[src/rtl/pll_lock_sequencer_pkg.sv]
// Shared definitions for the PLL lock sequencer: state encoding, synchronizer
// depth and the registered output bundle decoded from the FSM state.
package pll_lock_sequencer_pkg;

    localparam int unsigned SYNC_DEPTH = 2;

    typedef enum logic [2:0] {
        ST_OFF       = 3'd0,
        ST_RESET     = 3'd1,
        ST_WAIT_LOCK = 3'd2,
        ST_STABLE    = 3'd3,
        ST_RELEASE   = 3'd4,
        ST_RUN       = 3'd5,
        ST_FAULT     = 3'd6
    } seq_state_e;

    typedef struct packed {
        logic pwrdwn;
        logic pll_rst;
        logic user_rst;
        logic ready;
        logic fail;
    } seq_out_t;

    // Output levels implied by being in a given state
    function automatic seq_out_t decode_out(input seq_state_e s);
        seq_out_t o;
        o.pwrdwn   = (s == ST_OFF);
        o.pll_rst  = (s == ST_OFF) || (s == ST_RESET) || (s == ST_FAULT);
        o.user_rst = (s != ST_RUN);
        o.ready    = (s == ST_RUN);
        o.fail     = (s == ST_FAULT);
        return o;
    endfunction

endpackage

[src/rtl/pll_lock_sequencer_sync_2ff.sv]
// Generic single-bit synchronizer (SYNC_DEPTH flops) with async active-low clear.
module pll_lock_sequencer_sync_2ff
    import pll_lock_sequencer_pkg::*;
(
    input  logic clk,
    input  logic rst_n,
    input  logic d,
    output logic q
);

    logic [SYNC_DEPTH-1:0] sync_q;

    always_ff @(posedge clk or negedge rst_n) begin
        if (!rst_n) begin
            sync_q <= '0;
        end else begin
            sync_q <= {sync_q[SYNC_DEPTH-2:0], d};
        end
    end

    assign q = sync_q[SYNC_DEPTH-1];

endmodule

[src/rtl/pll_lock_sequencer.sv]
// PLL reset/power-down sequencer with lock qualification, timeout retries and
// user reset release. Optional PLL_LOSS_COUNT_EN adds a RUN lock-loss counter.
module pll_lock_sequencer
    import pll_lock_sequencer_pkg::*;
#(
    parameter int unsigned RST_CYCLES     = 4,
    parameter int unsigned LOCK_TIMEOUT   = 1000,
    parameter int unsigned STABLE_CYCLES  = 16,
    parameter int unsigned RELEASE_CYCLES = 8,
    parameter int unsigned MAX_RETRIES    = 3,
    parameter int unsigned CNT_W          = 16,
    parameter int unsigned RTY_W          = 2
) (
    input  logic             clk,
    input  logic             rst_n,
    input  logic             enable,
    input  logic             locked,
    output logic             pll_rst,
    output logic             pll_pwrdwn,
    output logic             user_rst,
    output logic             ready,
    output logic             fail,
    output logic [RTY_W-1:0] retry_cnt
`ifdef PLL_LOSS_COUNT_EN
    ,
    output logic [7:0]       loss_cnt
`endif
);

    localparam logic [CNT_W-1:0] RST_LAST = CNT_W'(RST_CYCLES - 1);
    localparam logic [CNT_W-1:0] TMO_LAST = CNT_W'(LOCK_TIMEOUT - 1);
    localparam logic [CNT_W-1:0] STB_LAST = CNT_W'(STABLE_CYCLES - 1);
    localparam logic [CNT_W-1:0] REL_LAST = CNT_W'(RELEASE_CYCLES - 1);
    localparam logic [RTY_W-1:0] RTY_MAX  = RTY_W'(MAX_RETRIES);

    seq_state_e       state_q, state_d;
    logic [CNT_W-1:0] cnt_q, cnt_d;
    logic [CNT_W-1:0] tmo_q, tmo_d;
    logic [CNT_W-1:0] tmo_inc;
    logic [RTY_W-1:0] rty_q, rty_d;
    seq_out_t         out_q;
    logic             lock_s;
    logic             tmo_done;
    logic             do_retry;

    pll_lock_sequencer_sync_2ff u_lock_sync (
        .clk   (clk),
        .rst_n (rst_n),
        .d     (locked),
        .q     (lock_s)
    );

    // Timeout counter holds at all-ones rather than wrapping
    assign tmo_inc  = (tmo_q == '1) ? tmo_q : tmo_q + CNT_W'(1);
    assign tmo_done = (tmo_q == TMO_LAST);

    always_comb begin
        state_d  = state_q;
        cnt_d    = cnt_q;
        tmo_d    = tmo_q;
        rty_d    = rty_q;
        do_retry = 1'b0;

        if (!enable) begin
            state_d = ST_OFF;
        end else begin
            case (state_q)
                ST_OFF: begin
                    state_d = ST_RESET;
                    cnt_d   = '0;
                    rty_d   = '0;
                end
                ST_RESET: begin
                    if (cnt_q == RST_LAST) begin
                        state_d = ST_WAIT_LOCK;
                        tmo_d   = '0;
                    end else begin
                        cnt_d = cnt_q + CNT_W'(1);
                    end
                end
                ST_WAIT_LOCK: begin
                    tmo_d = tmo_inc;
                    if (lock_s) begin
                        state_d = ST_STABLE;
                        cnt_d   = '0;
                    end else if (tmo_done) begin
                        do_retry = 1'b1;
                    end
                end
                ST_STABLE: begin
                    tmo_d = tmo_inc;
                    if (lock_s && (cnt_q == STB_LAST)) begin
                        state_d = ST_RELEASE;
                        cnt_d   = '0;
                    end else if (tmo_done) begin
                        do_retry = 1'b1;
                    end else if (!lock_s) begin
                        state_d = ST_WAIT_LOCK;
                    end else begin
                        cnt_d = cnt_q + CNT_W'(1);
                    end
                end
                ST_RELEASE: begin
                    if (!lock_s) begin
                        do_retry = 1'b1;
                    end else if (cnt_q == REL_LAST) begin
                        state_d = ST_RUN;
                    end else begin
                        cnt_d = cnt_q + CNT_W'(1);
                    end
                end
                ST_RUN: begin
                    // Lock loss after release starts a fresh attempt
                    if (!lock_s) begin
                        state_d = ST_RESET;
                        cnt_d   = '0;
                        rty_d   = '0;
                    end
                end
                ST_FAULT: begin
                    state_d = ST_FAULT;
                end
                default: begin
                    state_d = ST_OFF;
                end
            endcase

            if (do_retry) begin
                if (rty_q == RTY_MAX) begin
                    state_d = ST_FAULT;
                end else begin
                    state_d = ST_RESET;
                    cnt_d   = '0;
                    rty_d   = rty_q + RTY_W'(1);
                end
            end
        end
    end

    always_ff @(posedge clk or negedge rst_n) begin
        if (!rst_n) begin
            state_q <= ST_OFF;
            cnt_q   <= '0;
            tmo_q   <= '0;
            rty_q   <= '0;
            out_q   <= decode_out(ST_OFF);
        end else begin
            state_q <= state_d;
            cnt_q   <= cnt_d;
            tmo_q   <= tmo_d;
            rty_q   <= rty_d;
            out_q   <= decode_out(state_d);
        end
    end

    assign pll_pwrdwn = out_q.pwrdwn;
    assign pll_rst    = out_q.pll_rst;
    assign user_rst   = out_q.user_rst;
    assign ready      = out_q.ready;
    assign fail       = out_q.fail;
    assign retry_cnt  = rty_q;

`ifdef PLL_LOSS_COUNT_EN
    logic [7:0] loss_q;
    logic       lock_loss_c;

    assign lock_loss_c = (state_q == ST_RUN) && (state_d == ST_RESET);

    // Saturating count of lock losses seen while running
    always_ff @(posedge clk or negedge rst_n) begin
        if (!rst_n) begin
            loss_q <= '0;
        end else if (state_d == ST_OFF) begin
            loss_q <= '0;
        end else if (lock_loss_c && (loss_q != 8'hFF)) begin
            loss_q <= loss_q + 8'd1;
        end
    end

    assign loss_cnt = loss_q;
`endif

endmodule

[config.mk]
export PLATFORM = sky130hd
export DESIGN_NAME = pll_lock_sequencer
export DESIGN_NICKNAME = d
export VERILOG_FILES = /design/src/rtl/pll_lock_sequencer_pkg.sv /design/src/rtl/pll_lock_sequencer_sync_2ff.sv /design/src/rtl/pll_lock_sequencer.sv
export SDC_FILE = /design/constraint.sdc
export NUM_CORES = 1
export LEC_CHECK = 0
export CORE_ASPECT_RATIO = 0.8
export CORE_MARGIN = 5
export CORE_UTILIZATION = 25
export DETAILED_ROUTE_END_ITERATION = 8
export GPL_TIMING_DRIVEN = 0
export SETUP_SLACK_MARGIN = 0.1
export SYNTH_ARGS = -nofsm -noshare
export SYNTH_HDL_FRONTEND = slang
export SYNTH_SLANG_ARGS = --single-unit
export TNS_END_PERCENT = 1
[constraint.sdc]
create_clock -name clk -period 5.05 [get_ports clk]
set_clock_uncertainty 0.15 [all_clocks]
set_input_delay 1.01 -clock clk [delete_from_list [all_inputs] [get_ports clk]]
set_output_delay 1.01 -clock clk [all_outputs]
set_load 0.02 [all_outputs]
==> results of run 1 <==
state kept, by name, indices dropped and copies added, names as in the netlist:
name                flops
u_lock_sync.sync_q      2
cnt_q                  16
tmo_q                  16
ready                   1
fail                    1
retry_cnt               2
user_rst                1
pll_pwrdwn              1
state_q                 3
pll_rst                 1
final cells by class:
class / count / area share [%]
sequential: 44 / 34.24
clock inverter: 2 / 1.202
inverter: 8 / 0.9306
tap: 144 / 5.584
multi-input combinational: 262 / 48.43
clock buffer: 6 / 4.304
buffer: 12 / 1.745
timing repair buffer: 11 / 3.567
worst register-to-register path: stages, from the launching register on:
cell,delay (ns)
dfrtp_1,0.44
nor4_1,0.61
nand4_1,0.24
and3_1,0.30
o211ai_1,0.45
clkbuf_1,0.52
nand3_1,0.16
o211ai_1,0.12
through the flow:
| stage | hold slack (ns) | utilization [%] | total power [mW] | worst slack [ns] |
|---|---|---|---|---|
| 2_1_floorplan | 0.1812 | - | 0.4294 | 2.598 |
| 3_3_place_gp | 0.1882 | 28.08 | 0.4604 | 1.581 |
| 3_5_place_dp | 0.1997 | 28.22 | 0.4631 | 1.737 |
| 4_1_cts | 0.2155 | 29.86 | 0.8537 | 2.039 |
| 5_1_grt | 0.2232 | 29.86 | 0.8807 | 1.712 |
| 6_report | 0.2116 | 29.86 | 0.8456 | 1.994 |
placed cells by master (no fill, tap or decap), types with 3 or more instances in the layout:
cell	Yosys	routed
a21o_1	3	3
a21oi_1	21	21
a22oi_1	3	3
a31oi_1	5	5
a41oi_1	3	3
and2_1	4	4
and3_1	9	9
buf_2	3	4
clkbuf_1	7	7
clkbuf_16	0	5
clkdlybuf4s50_1	0	9
dfrtp_1	41	41
dfstp_2	3	3
ha_1	5	5
inv_1	8	8
nand2_1	32	32
nand3_1	27	27
nand4_1	14	14
nor2_1	28	28
nor3_1	13	13
nor3b_1	3	3
nor4_1	6	6
o211ai_1	4	4
o21ai_0	25	25
o31ai_1	4	4
or3_1	4	4
or4_1	4	4
xor2_1	7	7
final timing paths:
check | start | to | slack (ns) | cells after the start
max | cnt_q[11] | cnt_q[5] | 1.99 | 7
min | u_lock_sync.sync_q[0] | u_lock_sync.sync_q[1] | 0.21 | 0
max reg2reg | cnt_q[11] | cnt_q[5] | 1.99 | 7
min reg2reg | u_lock_sync.sync_q[0] | u_lock_sync.sync_q[1] | 0.21 | 0
max in group asynchronous | rst_n | cnt_q[4] | 3.71 | 2
min in group asynchronous | rst_n | tmo_q[12] | 0.53 | 1
cells by family after synthesis:
logic type      share of synthesized area, %
simple gates                           32.80
compound gates                         19.08
flops                                  40.12
buf+inv                                3.135
xor+xnor                               2.226
fa+ha+maj                              2.272
mux                                   0.3635
per-layer routing:
layer,track usage (%),part of all wire [%],up-vias
met5,0,0,-
met4,2.757,1.4,0
met3,2.259,7.7,14
met2,15.48,40,108
met1,18.47,51,1203
li1,-,-,1266
power breakdown:
part,switching (mW),internal [mW]
registers,0.00863,0.360
clock network,0.140,0.248
logic,0.0600,0.0295
total,0.208,0.637
==> results.toml, run 1 <==
[worst_setup_path]
path_class = "register to register"
crit_arrival_ns = 3.11
crit_chain = "nor4_1 -> nand4_1 -> and3_1 -> o211ai_1 -> clkbuf_1 -> nand3_1 -> o211ai_1"
path_common_cell = "o211ai_1"
worstSetupEndpointType = "register"
crit_family = "simple AND/OR/NAND/NOR gates"
required_ns = 5.10
slowest_stage = "nor4_1"
crit_buf_inv = 1
critPathLaunchType = "register"
crit_fanout = 10
critPathMaxStageDelay_ns = 0.61

[clock_tree]
cts_made_buffers = 5
cts_root_buf = "clkbuf_16"
post_cts_buffers = 0
cts.path.max_buffers = 2
cts.sinks = 44
clk_latency_ns = 0.29
hold_buffers = 0
post_cts_resize_count = 0
clk_pin_slew_ns = 0.07
htree_levels = 2
cts_tree = "done"

[timing]
period_share_pct = 60.52
max_freq_mhz = 327.2
final.setup.tns_ns = 0
finalSetupViolCount = 0
rsz0062_at_grt = "no"
period_minus_slack_ns = 3.056
slew_violations = 0
worstMarginPinSlew_ns = 0.7365
hold_viol = 0
slew_headroom_pct = 50.25

[detailed_routing]
via_per_inst = 5.299
antenna_left = 0
wl_mm = 7.391
drt-initial-drc-count = 272
first_pass_iters = 5
drc = 0
vias = 2591
wl_per_cell_microns = 15.11

[synth]
syn_nets = 335
synth_most_common_cell = "dfrtp_1"
synth_edf_count = 0
syn_avg_cell_area_sq_um = 8.448
synthCells = 326
ys_warn_count = 0
synth_top_area_share_pct = 37.26
yosysSeqAreaShare_pct = 40.12
async_flop_share_pct = 100.0
synthDistinctLibCells = 57
syn-cell-area_sq_um = 2754
synth_top_flop_cell = "dfrtp_1"
netlist_top_cells_count = "dfrtp_1, nand2_1, nor2_1"
synth_seq_cells = 44
yosys-top-cells-area = "dfrtp_1, nand3_1, o21ai_0"
yosys.area.top_type = "dfrtp_1"

[power_and_ir_drop]
peakVddDrop_v = 0.0001293
power.static_leakage_nw = 1.358
power.density_nw_per_um2 = 262.0

[global_route]
antenna_found_initial = 0
grt_overflow = 0
grt_pass1_vias = 2401
grt_usage_pct = 11.53
grt_max_degree = 25
grt_pass1_wl_mm = 12.59

[placement]
place_congestion = 0.8965
place_area_sq_um = 3049
hpwl_mm = 5.481
portBuffers = 10
placedCellCount = 481

[layout]
fin_area_sq_um = 3227
nets = 353
seqCellArea_sq_um = 1105
diodes = 0
multi_input_area_sq_um = 1563
final_cell_count_no_fill = 489
final_layout_size_suffix_gt1_share_pct = 8.986
area_growth_pct = 17.17
fillCellCount = 1166

[floorplanning]
start_util_pct = 25.49
core_sq_um = 10810
die_w_microns = 127.3
ios = 11
die_h_microns = 103.9
dieArea_sq_um = 13230
row_count = 34

[run_status]
outcome = "complete, no violations"

[min_path]
hp-class = "register to register"

[job]
cap_violations = 0
(Power assumes the default switching activity.)
==> run 2, diff against run 1 <==
==> constraint.sdc (replaced) <==
create_clock -name clk -period 2.5 [get_ports clk]
set_clock_uncertainty 0.15 [all_clocks]
set_input_delay 0.5 -clock clk [delete_from_list [all_inputs] [get_ports clk]]
set_output_delay 0.5 -clock clk [all_outputs]
set_load 0.02 [all_outputs]
==> results.toml, run 2 (synthesis gave the netlist of run 1 again) <==
[worst_setup_path]
path_common_cell = "or4_4"
critPathLaunchType = "register"
required_ns = 2.53
r2r_slack_ns = -0.04
crit_buf_inv = 0
crit_family = "simple AND/OR/NAND/NOR gates"
crit_chain = "or4_4 -> nor4_4 -> or4_4 -> nand2_4 -> a211o_1 -> a32o_1"
slowest_stage = "or4_4"
path_class = "register to register"
critPathMaxStageDelay_ns = 0.59
crit_arrival_ns = 2.57
crit_fanout = 4
worstSetupEndpointType = "register"

[detailed_routing]
via_per_inst = 5.470
vias = 2899
wl_mm = 8.756
first_pass_iters = 5
wl_per_cell_microns = 16.52
dr_wl_met2_mm = 3.819
antenna_left = 0
wl_met1_mm = 4.027
wl_met3_microns = 752
drt-initial-drc-count = 293
highest_layer = "met4"
drc = 0

[run_status]
violations = "setup timing"
outcome = "complete, but fails checks"

[power_and_ir_drop]
power.static_leakage_nw = 1.639
pwr-share-comb_pct = 15.7
p_sw_mw = 0.4491
p_clk_share_pct = 39.0
seqPwrFrac_pct = 45.3
peakVddDrop_v = 0.0002904
sw_frac_of_total_pct = 27.31
power.internal_mw = 1.195
power.density_nw_per_um2 = 425.3

[clock_tree]
clk_latency_ns = 0.29
htree_levels = 2
clk_pin_slew_ns = 0.06
cts_tree = "done"
cts.sinks = 44
cts_made_buffers = 5
cts_root_buf = "clkbuf_16"
cts.path.max_buffers = 2

[global_route]
grt_usage_pct = 13.16
grt_max_degree = 26
grt_overflow = 0
grt_pass1_vias = 2719
grt_pass1_wl_mm = 14.37
antenna_found_initial = 0

[timing]
max_freq_mhz = 394.0
hold_viol = 0
setup_slack_ns = -0.03783
worstMarginPinSlew_ns = 0.5196
hold_ws_ns = 0.03401
rsz0062_at_grt = "yes"
period_share_pct = 101.5
slew_violations = 0
slew_headroom_pct = 65.36
finalSetupViolCount = 3
period_minus_slack_ns = 2.538

[floorplanning]
row_count = 34
ios = 11
core_sq_um = 10810
die_w_microns = 127.3
die_h_microns = 103.9
dieArea_sq_um = 13230
start_util_pct = 25.49

[layout]
mostFrequentLayoutCell = "buf_4"
fin_area_sq_um = 3866
top_regs = "cnt_q x16, tmo_q x16, state_q x3"
final_layout_size_suffix_gt1_share_pct = 33.16
final_cell_mix = "buf_4, dfrtp_1, nand2_1"
diodes = 0
nets = 395
area_growth_pct = 40.39

[job]
cap_violations = 0

[placement]
hpwl_mm = 5.561
place_congestion = 0.9105
portBuffers = 10
place_area_sq_um = 3049

[min_path]
hp-class = "primary input to asynchronous set/reset pin"
[run 2: layout make-up]
cell class              instances  area (sq um)
clock buffers                   5         125.1
plain buffers                  10         68.82
fillers                      1106          6939
inverters                       8         30.03
multi-input cells             262          1862
well taps                     144         180.2
flip-flops and latches         44          1116
repair buffers                 55         471.7
clock inverters                 2         12.51
[run 2: per-layer routing]
metal  up-vias  global-route usage (%)
met5         -                       0
met4         0                   3.599
met3        22                   2.977
met2       146                   18.71
met1      1378                   19.79
li1       1353                       -
[run 2: final timing paths]
kind	cells after the start	to	from
max in group asynchronous	2	pll_pwrdwn	rst_n
min	1	retry_cnt[0]	rst_n
min in group clk	0	u_lock_sync.sync_q[1]	u_lock_sync.sync_q[0]
max	6	cnt_q[3]	cnt_q[4]
max reg2reg	6	cnt_q[3]	cnt_q[4]
min reg2reg	0	u_lock_sync.sync_q[1]	u_lock_sync.sync_q[0]
[run 2: through the flow]
step | setup TNS [ns] | utilization, % | worst slack, ns | power [mW] | cells
finish | -0.07707 | 35.78 | -0.03783 | 1.644 | 530
global route | -1.037 | 35.78 | -0.1337 | 1.718 | 530
CTS | -0.002613 | 33.77 | -0.002613 | 1.627 | 513
detailed placement | -12.67 | 28.22 | -0.5308 | 0.9374 | 481
global placement | -30.58 | 28.08 | -0.4904 | 0.9305 | 480
floorplan | 0 | - | 0.08695 | 0.8677 | 326
[run 2: power groups by stage]
stage	Clock (mW)	Sequential, mW	Combinational (mW)
floorplan	0	0.754	0.114
global placement	0	0.756	0.175
detailed placement	0	0.757	0.181
CTS	0.658	0.743	0.226
global route	0.693	0.746	0.279
finish	0.641	0.744	0.259
[run 2: timing repair]
| action | 4_1_cts | 5_1_grt |
|---|---|---|
| buffers inserted | 24 | 20 |
| endpoints found under the setup margin | 41 | 40 |
| cloned | 1 | 0 |
| pin swaps | 31 | 32 |
| hold buffers | 0 | 0 |
| gates resized for setup | 62 | 27 |
| endpoints found under the hold margin | 0 | 0 |
==> run 3, diff against run 2 <==
--- a/config.mk
+++ b/config.mk
@@ -10,6 +10,7 @@
 export CORE_UTILIZATION = 25
 export DETAILED_ROUTE_END_ITERATION = 8
 export GPL_TIMING_DRIVEN = 0
+export PLACE_DENSITY = 0.42
 export SETUP_SLACK_MARGIN = 0.1
 export SYNTH_ARGS = -nofsm -noshare
 export SYNTH_HDL_FRONTEND = slang
==> results.toml, run 3 (synthesis gave the netlist of run 1 again) <==
[detailed_routing]
drt-initial-drc-count = 226
via_per_inst = 5.380
vias = 2760
antenna_left = 0
wl_mm = 8.551
first_pass_iters = 4
wl_per_cell_microns = 16.67
drc = 0

[run_status]
violations = "setup timing"
outcome = "complete, but fails checks"

[clock_tree]
cts.sinks = 44
clk_pin_slew_ns = 0.06
htree_levels = 2
hold_buffers = 0
cts_tree = "done"
cts.path.max_buffers = 2
cts_made_buffers = 5
cts_root_buf = "clkbuf_16"
clk_latency_ns = 0.29

[layout]
final_util_pct = 34.02
fin_area_sq_um = 3676
mostFrequentLayoutCell = "dfrtp_1"
final_cell_mix = "dfrtp_1, nand2_1, nor2_1"
top_regs = "cnt_q x16, tmo_q x16, state_q x3"
nets = 377
area_growth_pct = 33.48
final_layout_size_suffix_gt1_share_pct = 27.91
diodes = 0
final_cell_count_no_fill = 513

[global_route]
grt_pass1_vias = 2550
antenna_found_initial = 0
grt_overflow = 0
grt_pass1_wl_mm = 13.90
grt_usage_pct = 13.12
grt_max_degree = 24

[worst_setup_path]
path_class = "register to register"
crit_arrival_ns = 2.61
slowest_stage = "or4_4"
crit_chain = "or4_4 -> nor3_4 -> a311oi_1 -> a211o_1 -> a311o_1 -> a221o_1"
required_ns = 2.57
crit_fanout = 5
worstSetupEndpointType = "register"
critPathMaxStageDelay_ns = 0.58
r2r_slack_ns = -0.04
worstSetupStartpoint = "cnt_q[12]"
r2r_end = "user_rst"
critPathCapture = "user_rst"
r2r_cells = 6
timing.rr.start = "cnt_q[12]"
critPathLaunchType = "register"

[placement]
place_congestion = 0.8489
placedCellCount = 481
hpwl_mm = 5.745
place_area_sq_um = 3049
portBuffers = 10

[min_path]
hp-class = "primary input to asynchronous set/reset pin"

[floorplanning]
row_count = 34
start_util_pct = 25.49
core_sq_um = 10810
ios = 11
die_w_microns = 127.3
die_h_microns = 103.9
dieArea_sq_um = 13230

[power_and_ir_drop]
power.total_mw = 1.679
power.density_nw_per_um2 = 456.9
peakVddDrop_v = 0.0002117
power.static_leakage_nw = 1.530

[timing]
slew_headroom_pct = 63.53
period_share_pct = 101.7
worstMarginPinSlew_ns = 0.5414
hold_viol = 0
setup_slack_ns = -0.04206
slew_violations = 0
finalSetupViolCount = 3
max_freq_mhz = 393.4
period_minus_slack_ns = 2.542
rsz0062_at_grt = "yes"
final.setup.tns_ns = -0.06754

[job]
cap_violations = 0
==> run 3: cell count changes in the layout (fill, tap and decap cells not counted), moves of 2 or more <==
cell	before	now
buf_4	37	22
buf_6	9	4
nor3_1	8	12
nor3_2	4	0
o21ai_0	19	22
nor2_1	26	28
nor2_2	2	0
o21ai_1	4	2
==> run 3: worst max-delay path, delay by kind of cell, from the launching register on <==
kind | cells | cell delay, ns
compound gates | 4 | 1.07
flops | 1 | 0.43
simple gates | 2 | 0.80
==> run 3: worst min path at each step <==
stage	start	depth (start not counted)	slack, ns	to
6_report	rst_n	1	0.04	tmo_q[6]
5_1_grt	rst_n	1	0.08	tmo_q[3]
4_1_cts	rst_n	1	0.05	tmo_q[4]
3_5_place_dp	u_lock_sync.sync_q[0]	0	0.19	u_lock_sync.sync_q[1]
3_3_place_gp	u_lock_sync.sync_q[0]	0	0.19	u_lock_sync.sync_q[1]
2_1_floorplan	rst_n	0	0.05	cnt_q[0]
==> run 3: metrics by stage <==
step           hold slack, ns  worst slack [ns]
6_report              0.03523          -0.04206
5_1_grt               0.08454           -0.1005
4_1_cts               0.05286          -0.06459
3_5_place_dp           0.1911           -0.4390
3_3_place_gp           0.1870           -0.6258
2_1_floorplan         0.05441           0.08695
==> run 3: per-layer routing <==
| metal | vias up | global-route usage (%) | share of wire [%] |
|---|---|---|---|
| met2 | 73 | 17.88 | 43 |
| met3 | 9 | 2.618 | 4.2 |
| met4 | 0 | 3.675 | 1.3 |
| li1 | 1315 | - | - |
| met5 | - | 0 | 0 |
| met1 | 1363 | 20.57 | 52 |
==> run 3: power breakdown <==
group          total, mW  internal [mW]  switching (mW)
clock network      0.681          0.394           0.287
logic              0.255          0.101           0.154
registers          0.743          0.728          0.0147
==> run 3: repair_timing <==
item / in CTS / in global routing
gates cloned: 0 / 2
pin swaps: 10 / 29
setup endpoints to repair: 41 / 39
buffers inserted: 10 / 13
gates resized for setup: 41 / 35
==> run 3: cell type report <==
type / count / area (sq um)
buffer: 11 / 73.82
sequential: 44 / 1117
clock inverter: 2 / 10.01
clock buffer: 6 / 138.9
timing repair buffer: 35 / 302.8
inverter: 8 / 30.03
fill: 1130 / 7129
multi-input combinational: 263 / 1823
tap: 144 / 180.2
